[src/rtl/fetch_sequencer.sv]
// fetch_sequencer: owns the PC, fetches from a combinational imem into a 2-entry prefetch queue.
// Latency: word fetched at edge N is presented to decode in cycle N+1; redirects cost a 2-cycle bubble.
// Backpressure: if_ready low lets the queue fill to 2 and then freezes the PC. Optional FETCH_STATS_EN adds a delivered-instruction counter.
module fetch_sequencer #(
    parameter logic [7:0] RESET_PC    = 8'h00,
    parameter logic [3:0] HALT_OPCODE = 4'h4
) (
    input  logic        clk,
    input  logic        reset,
    output logic [7:0]  imem_addr,
    input  logic [15:0] imem_data,
    output logic        if_valid,
    output logic [15:0] if_instr,
    output logic [7:0]  if_pc,
    input  logic        if_ready,
    input  logic        redirect_valid,
    input  logic [7:0]  redirect_pc,
    output logic        halted,
    output logic [15:0] fetch_count
);

    // Fetch FSM encoding; HALTED only stops new fetches, the queue keeps draining.
    localparam logic [0:0] ST_RUN    = 1'b0;
    localparam logic [0:0] ST_HALTED = 1'b1;

    // One prefetch-queue slot: the word and the address it came from.
    typedef struct packed {
        logic [7:0]  pc;
        logic [15:0] instr;
    } entry_t;

    logic [7:0]  pc_q, pc_d;
    logic [0:0]  state_q, state_d;
    logic        head_q, head_d;
    logic        tail_q, tail_d;
    logic [1:0]  count_q, count_d;
    entry_t      slot_q [2];
    entry_t      head_entry;

    logic        pop;
    logic        fetch_en;
    logic        push;
    logic        halt_hit;

    // Memory address is the PC itself; no extra pipeline stage on the fetch path.
    assign imem_addr  = pc_q;

    // Decode-side view of the queue head.
    assign head_entry = slot_q[head_q];
    assign if_valid   = (count_q != 2'd0);
    assign if_instr   = head_entry.instr;
    assign if_pc      = head_entry.pc;
    assign halted     = (state_q == ST_HALTED);

    // A pop is a completed handshake; it counts as delivered even if a redirect flushes the queue.
    assign pop      = if_valid && if_ready;
    // Redirect suppresses fetch in its own cycle so the flushed queue never sees a stale word.
    assign fetch_en = (state_q == ST_RUN) && !redirect_valid;
    // Full queue can still accept a word when the head leaves in the same cycle.
    assign push     = fetch_en && ((count_q != 2'd2) || pop);
    assign halt_hit = push && (imem_data[15:12] == HALT_OPCODE);

    // Next-state logic for PC, pointers, occupancy and FSM; redirect overrides everything else.
    always_comb begin
        pc_d    = pc_q;
        state_d = state_q;
        head_d  = head_q;
        tail_d  = tail_q;
        count_d = count_q;
        if (redirect_valid) begin
            pc_d    = redirect_pc;
            state_d = ST_RUN;
            head_d  = 1'b0;
            tail_d  = 1'b0;
            count_d = 2'd0;
        end else begin
            if (push) begin
                tail_d = ~tail_q;
                if (halt_hit) begin
                    // Halt word is still delivered; PC parks on it so imem_addr shows where we stopped.
                    state_d = ST_HALTED;
                end else begin
                    pc_d = pc_q + 8'd1;
                end
            end
            if (pop) begin
                head_d = ~head_q;
            end
            case ({push, pop})
                2'b10:   count_d = count_q + 2'd1;
                2'b01:   count_d = count_q - 2'd1;
                default: count_d = count_q;
            endcase
        end
    end

    // Control registers; reset wins over any pending push, pop or redirect.
    always_ff @(posedge clk) begin
        if (reset) begin
            pc_q    <= RESET_PC;
            state_q <= ST_RUN;
            head_q  <= 1'b0;
            tail_q  <= 1'b0;
            count_q <= 2'd0;
        end else begin
            pc_q    <= pc_d;
            state_q <= state_d;
            head_q  <= head_d;
            tail_q  <= tail_d;
            count_q <= count_d;
        end
    end

    // Queue storage; cleared on reset so an empty head reads as zero after reset.
    always_ff @(posedge clk) begin
        if (reset) begin
            for (int i = 0; i < 2; i++) begin
                slot_q[i] <= '0;
            end
        end else if (push) begin
            slot_q[tail_q] <= '{pc: pc_q, instr: imem_data};
        end
    end

`ifdef FETCH_STATS_EN
    logic [15:0] fetch_count_q;

    // Delivered-instruction counter: every completed handshake, wrapping naturally at 16 bits.
    always_ff @(posedge clk) begin
        if (reset) begin
            fetch_count_q <= 16'h0000;
        end else if (pop) begin
            fetch_count_q <= fetch_count_q + 16'd1;
        end
    end

    assign fetch_count = fetch_count_q;
`else
    assign fetch_count = 16'h0000;
`endif

endmodule
[config.mk]
export PLATFORM = sky130hd
export DESIGN_NAME = fetch_sequencer
export DESIGN_NICKNAME = d
export VERILOG_FILES = /design/src/rtl/fetch_sequencer.sv
export SDC_FILE = /design/constraint.sdc
export NUM_CORES = 1
export LEC_CHECK = 0
export BUFFER_PORTS_ARGS = -buffer_cell sky130_fd_sc_hd__buf_2
export CAP_MARGIN = 10
export CELL_PAD_IN_SITES_DETAIL_PLACEMENT = 1
export CELL_PAD_IN_SITES_GLOBAL_PLACEMENT = 1
export CORE_MARGIN = 10
export CORE_UTILIZATION = 30
export CTS_CLUSTER_SIZE = 40
export DETAILED_ROUTE_END_ITERATION = 7
export HOLD_SLACK_MARGIN = 0.1
export PLACE_DENSITY_LB_ADDON = 0.1
export SLEW_MARGIN = 10
export SYNTH_ARGS = -nofsm -noshare
export SYNTH_HDL_FRONTEND = slang
export SYNTH_SLANG_ARGS = --single-unit
[constraint.sdc]
create_clock -name clk -period 3.4 [get_ports clk]
set_clock_uncertainty 0.1 [all_clocks]
set_input_delay 0.68 -clock clk [delete_from_list [all_inputs] [get_ports clk]]
set_output_delay 0.68 -clock clk [all_outputs]
set_load 0.02 [all_outputs]
==> summary.txt <==
Layout
  – Layout area overhead: 18.58%
  – Post-route cell area: about 0.0035 mm²
  – Final Non-Filler Cells: ~440
  – Fin nets: ~340
  – Share of cells above drive strength 1: 0.3710
  – Antenna Cells: 0

Global route
  – Initial antenna violation count: 0
  – Met2 Use GR: 0.1541
  – Busiest grt layer: met2
  – Pin count of the biggest net entering global routing: 26
  – Met1 usage: 0.1342
  – GRT overflow: 0
  – Vias in the first global route: approximately 2100
  – First-pass GRT wire length: approximately 12000 µm
  – GRT Total Usage: 0.1013
  – Met3 Track Usage GR: 0.02766

Placement
  – Final GP Congestion: slightly above 0.7
  – Placed cells: about 430
  – Port bufs: a little over 60
  – Dpl hpwl: approximately 5100 µm
  – Cell area after placement: between 0.003 and 0.004 mm²

Timing
  – Period utilisation layout: 0.6779
  – Post-route setup TNS: 0 ns
  – Final setup viols: 0
  – Maximum clock rate: 0.4339 GHz
  – Fin. max-slew vios: 0
  – Hold Fails Final Rpt: 0
  – Relative max-transition margin: 0.5289
  – Final min period: between 2 and 2.5 ns
  – Worst slew pin tran: a little over 0.7 ns
  – RSZ-0062 raised after global routing: false

Hold path
  – Worst min-delay path class: flop to flop

Power and ir drop
  – PnR Total Power: approximately 1700 µW
  – Leakage: between 0.001 and 0.0015 µW
  – P_sw: between 400 and 500 µW
  – Internal power: 1202 µW
  – Switching Fraction: 0.2741
  – Comb pwr share: 0.132
  – PD cells: 467.1 mW/mm²
  – Seq pwr share: 0.536
  – Clock network power share: 0.332
  – Peak VDD IR: 197.4 µV

Clock network
  – # H-tree levels: 3
  – Reg clk slew, reported paths: about 0.070 ns
  – Root Buffer: clkbuf_8
  – Hold Buf Count CTS: 0
  – Clk buf depth: 2
  – Clk sink count: 62
  – Post_cts resized: 0
  – # Post-CTS Setup Buffers: 0
  – CTS Buf Count: 9
  – Clock latency on the worst-skew pair: roughly 0.33 ns
  – CTS tree: yes

Logic synthesis
  – Top cell type's share of synthesized area: 0.4820
  – Ys async rst share: 0
  – Sequential cell area fraction in the yosys report: 0.5757
  – Synthesized flop and latch total: a little over 60
  – EDFF count, synth: 48
  – Top post-synthesis cells by area: edfxtp_1, and2_1, dfxtp_1, mux2_2, buf_4
  – Synthesized area: between 0.002 and 0.003 mm²
  – Ys Warns: 0
  – Most area-hungry cell type in the Yosys netlist: edfxtp_1
  – Number of distinct library cells after synthesis: 44
  – Syn avg cell area: between 10 and 15 µm²
  – Post-synth top flop: edfxtp_1
  – Syn Inst Count: about 240
  – Leading cell types by count after synthesis: and2_1, edfxtp_1, mux2_2

Floorplan
  – Starting density of the core: 0.3074
  – # IOs: 78
  – Die ar.: between 0.01 and 0.015 mm²
  – Die W: approximately 120 µm
  – Row count: 36
  – Die height: ~120 µm
  – Core Area: a little under 0.01 mm²

Detailed routing
  – DR vias/cell: 4.350
  – Drt first-iter violations: 105
  – Routed wire length: about 7100 µm
  – DR WL/cell: about 16 µm
  – DR pass1 iterations: 4
  – Post-DRT Antenna Nets: 0
  – # DRC: 0
  – Vias: 1927

Critical path
  – Cell family with most CP delay: buffers and inverters
  – Crit path required time: ~2.6 ns
  – CP Data Arrival Time: roughly 1.5 ns
  – CP startpoint kind: flop
  – Worst setup path category: flop to output port
  – CP Buf/Inv Count: 2
  – CP Capture Type: output port
  – Slowest cell delay on critical path: between 0.3 and 0.4 ns
  – Crit path cell chain: buf_4, mux2_2, buf_2
  – Maximum fanout along the worst path: 24
  – CP max stage cell: mux2_2

Flow run
  – Max-Cap Viols: 0

Run status
  – Outcome: completed
[worst min-delay path, stage by stage (launching register included)]
cell and delay, ns:
dfxtp_1 0.34, inv_1 0.09, a221oi_2 0.06
[kinds of logic after synthesis]
kind of cell,after synthesis,synth area share
AOI/OAI and AO/OA,32,0.08117
xor gates and xnor gates,2,0.005859
adders and majority gates,1,0.004183
buffers and inverters,33,0.06193
DFF,62,0.5757
muxes,26,0.09707
other,1,0.001254
and+or+nand+nor,87,0.1728
[state kept, by name, summed over array words and instances (netlist names), named ones only]
name	count
slot_q	48
imem_addr	8
count_q	2
halted	1
head_q	1
tail_q	1
[per-stage QoR]
stage / hold WS [ns] / util / setup slack (ns)
floorplan: 0.4200 / - / 0.5870
global placement: 0.4397 / 0.3476 / 0.9186
detailed placement: 0.4459 / 0.3476 / 0.8497
CTS: 0.4566 / 0.3645 / 1.054
global route: 0.4761 / 0.3645 / 1.000
finish: 0.4354 / 0.3645 / 1.095
[per-layer routing]
| metal | share of wire | up-vias |
|---|---|---|
| met2 | 0.46 | 43 |
| met3 | 0.041 | 6 |
| li1 | - | 958 |
| met4 | 0.011 | 0 |
| met5 | 0 | - |
| met1 | 0.48 | 920 |
[final timing paths]
| path | from | end | slack, ns | depth (start not counted) |
|---|---|---|---|---|
| setup / recovery | flop | if_pc[7] | 1.10 | 3 |
| hold / removal | imem_addr[5] | imem_addr[5] | 0.44 | 2 |
| setup reg to reg | count_q[1] | slot_q[0][4] | 1.46 | 4 |
| hold reg to reg | imem_addr[5] | imem_addr[5] | 0.44 | 2 |
[power groups by stage]
stage          logic, µW  clock network [µW]  registers, µW
2_1_floorplan        155                   0            904
3_3_place_gp         222                   0            906
3_5_place_dp         223                   0            907
4_1_cts              224                 574            890
5_1_grt              242                 613            895
6_report             218                 550            888
[cell usage in the layout (no fill, tap or decap), types with 2 or more instances in the layout]
cell	n
buf_4	4
a211oi_1	2
a21o_1	2
and2_1	48
o21ai_1	4
mux2i_1	2
a31oi_1	2
clkinv_2	2
and3_1	3
a21oi_1	8
dfxtp_1	14
mux2_2	24
edfxtp_1	48
nor3_1	3
nand2_1	9
nor2_1	10
xor2_1	2
a22o_1	2
clkbuf_8	9
nand3_1	3
inv_1	4
nor2b_1	2
o21ai_0	3
clkinvlp_4	4
conb_1	16
buf_2	61
[final cells by class]
class | count | area, µm²
well taps | 133 | 166.4
fillers | 1104 | 6183
clock inverters | 6 | 40.04
inverters | 4 | 15.01
multi-input cells | 164 | 1144
flip-flops and latches | 62 | 1722
clock buffers | 9 | 123.9
repair buffers | 65 | 335.3
No activity file was read; power rests on OpenSTA's default activity.
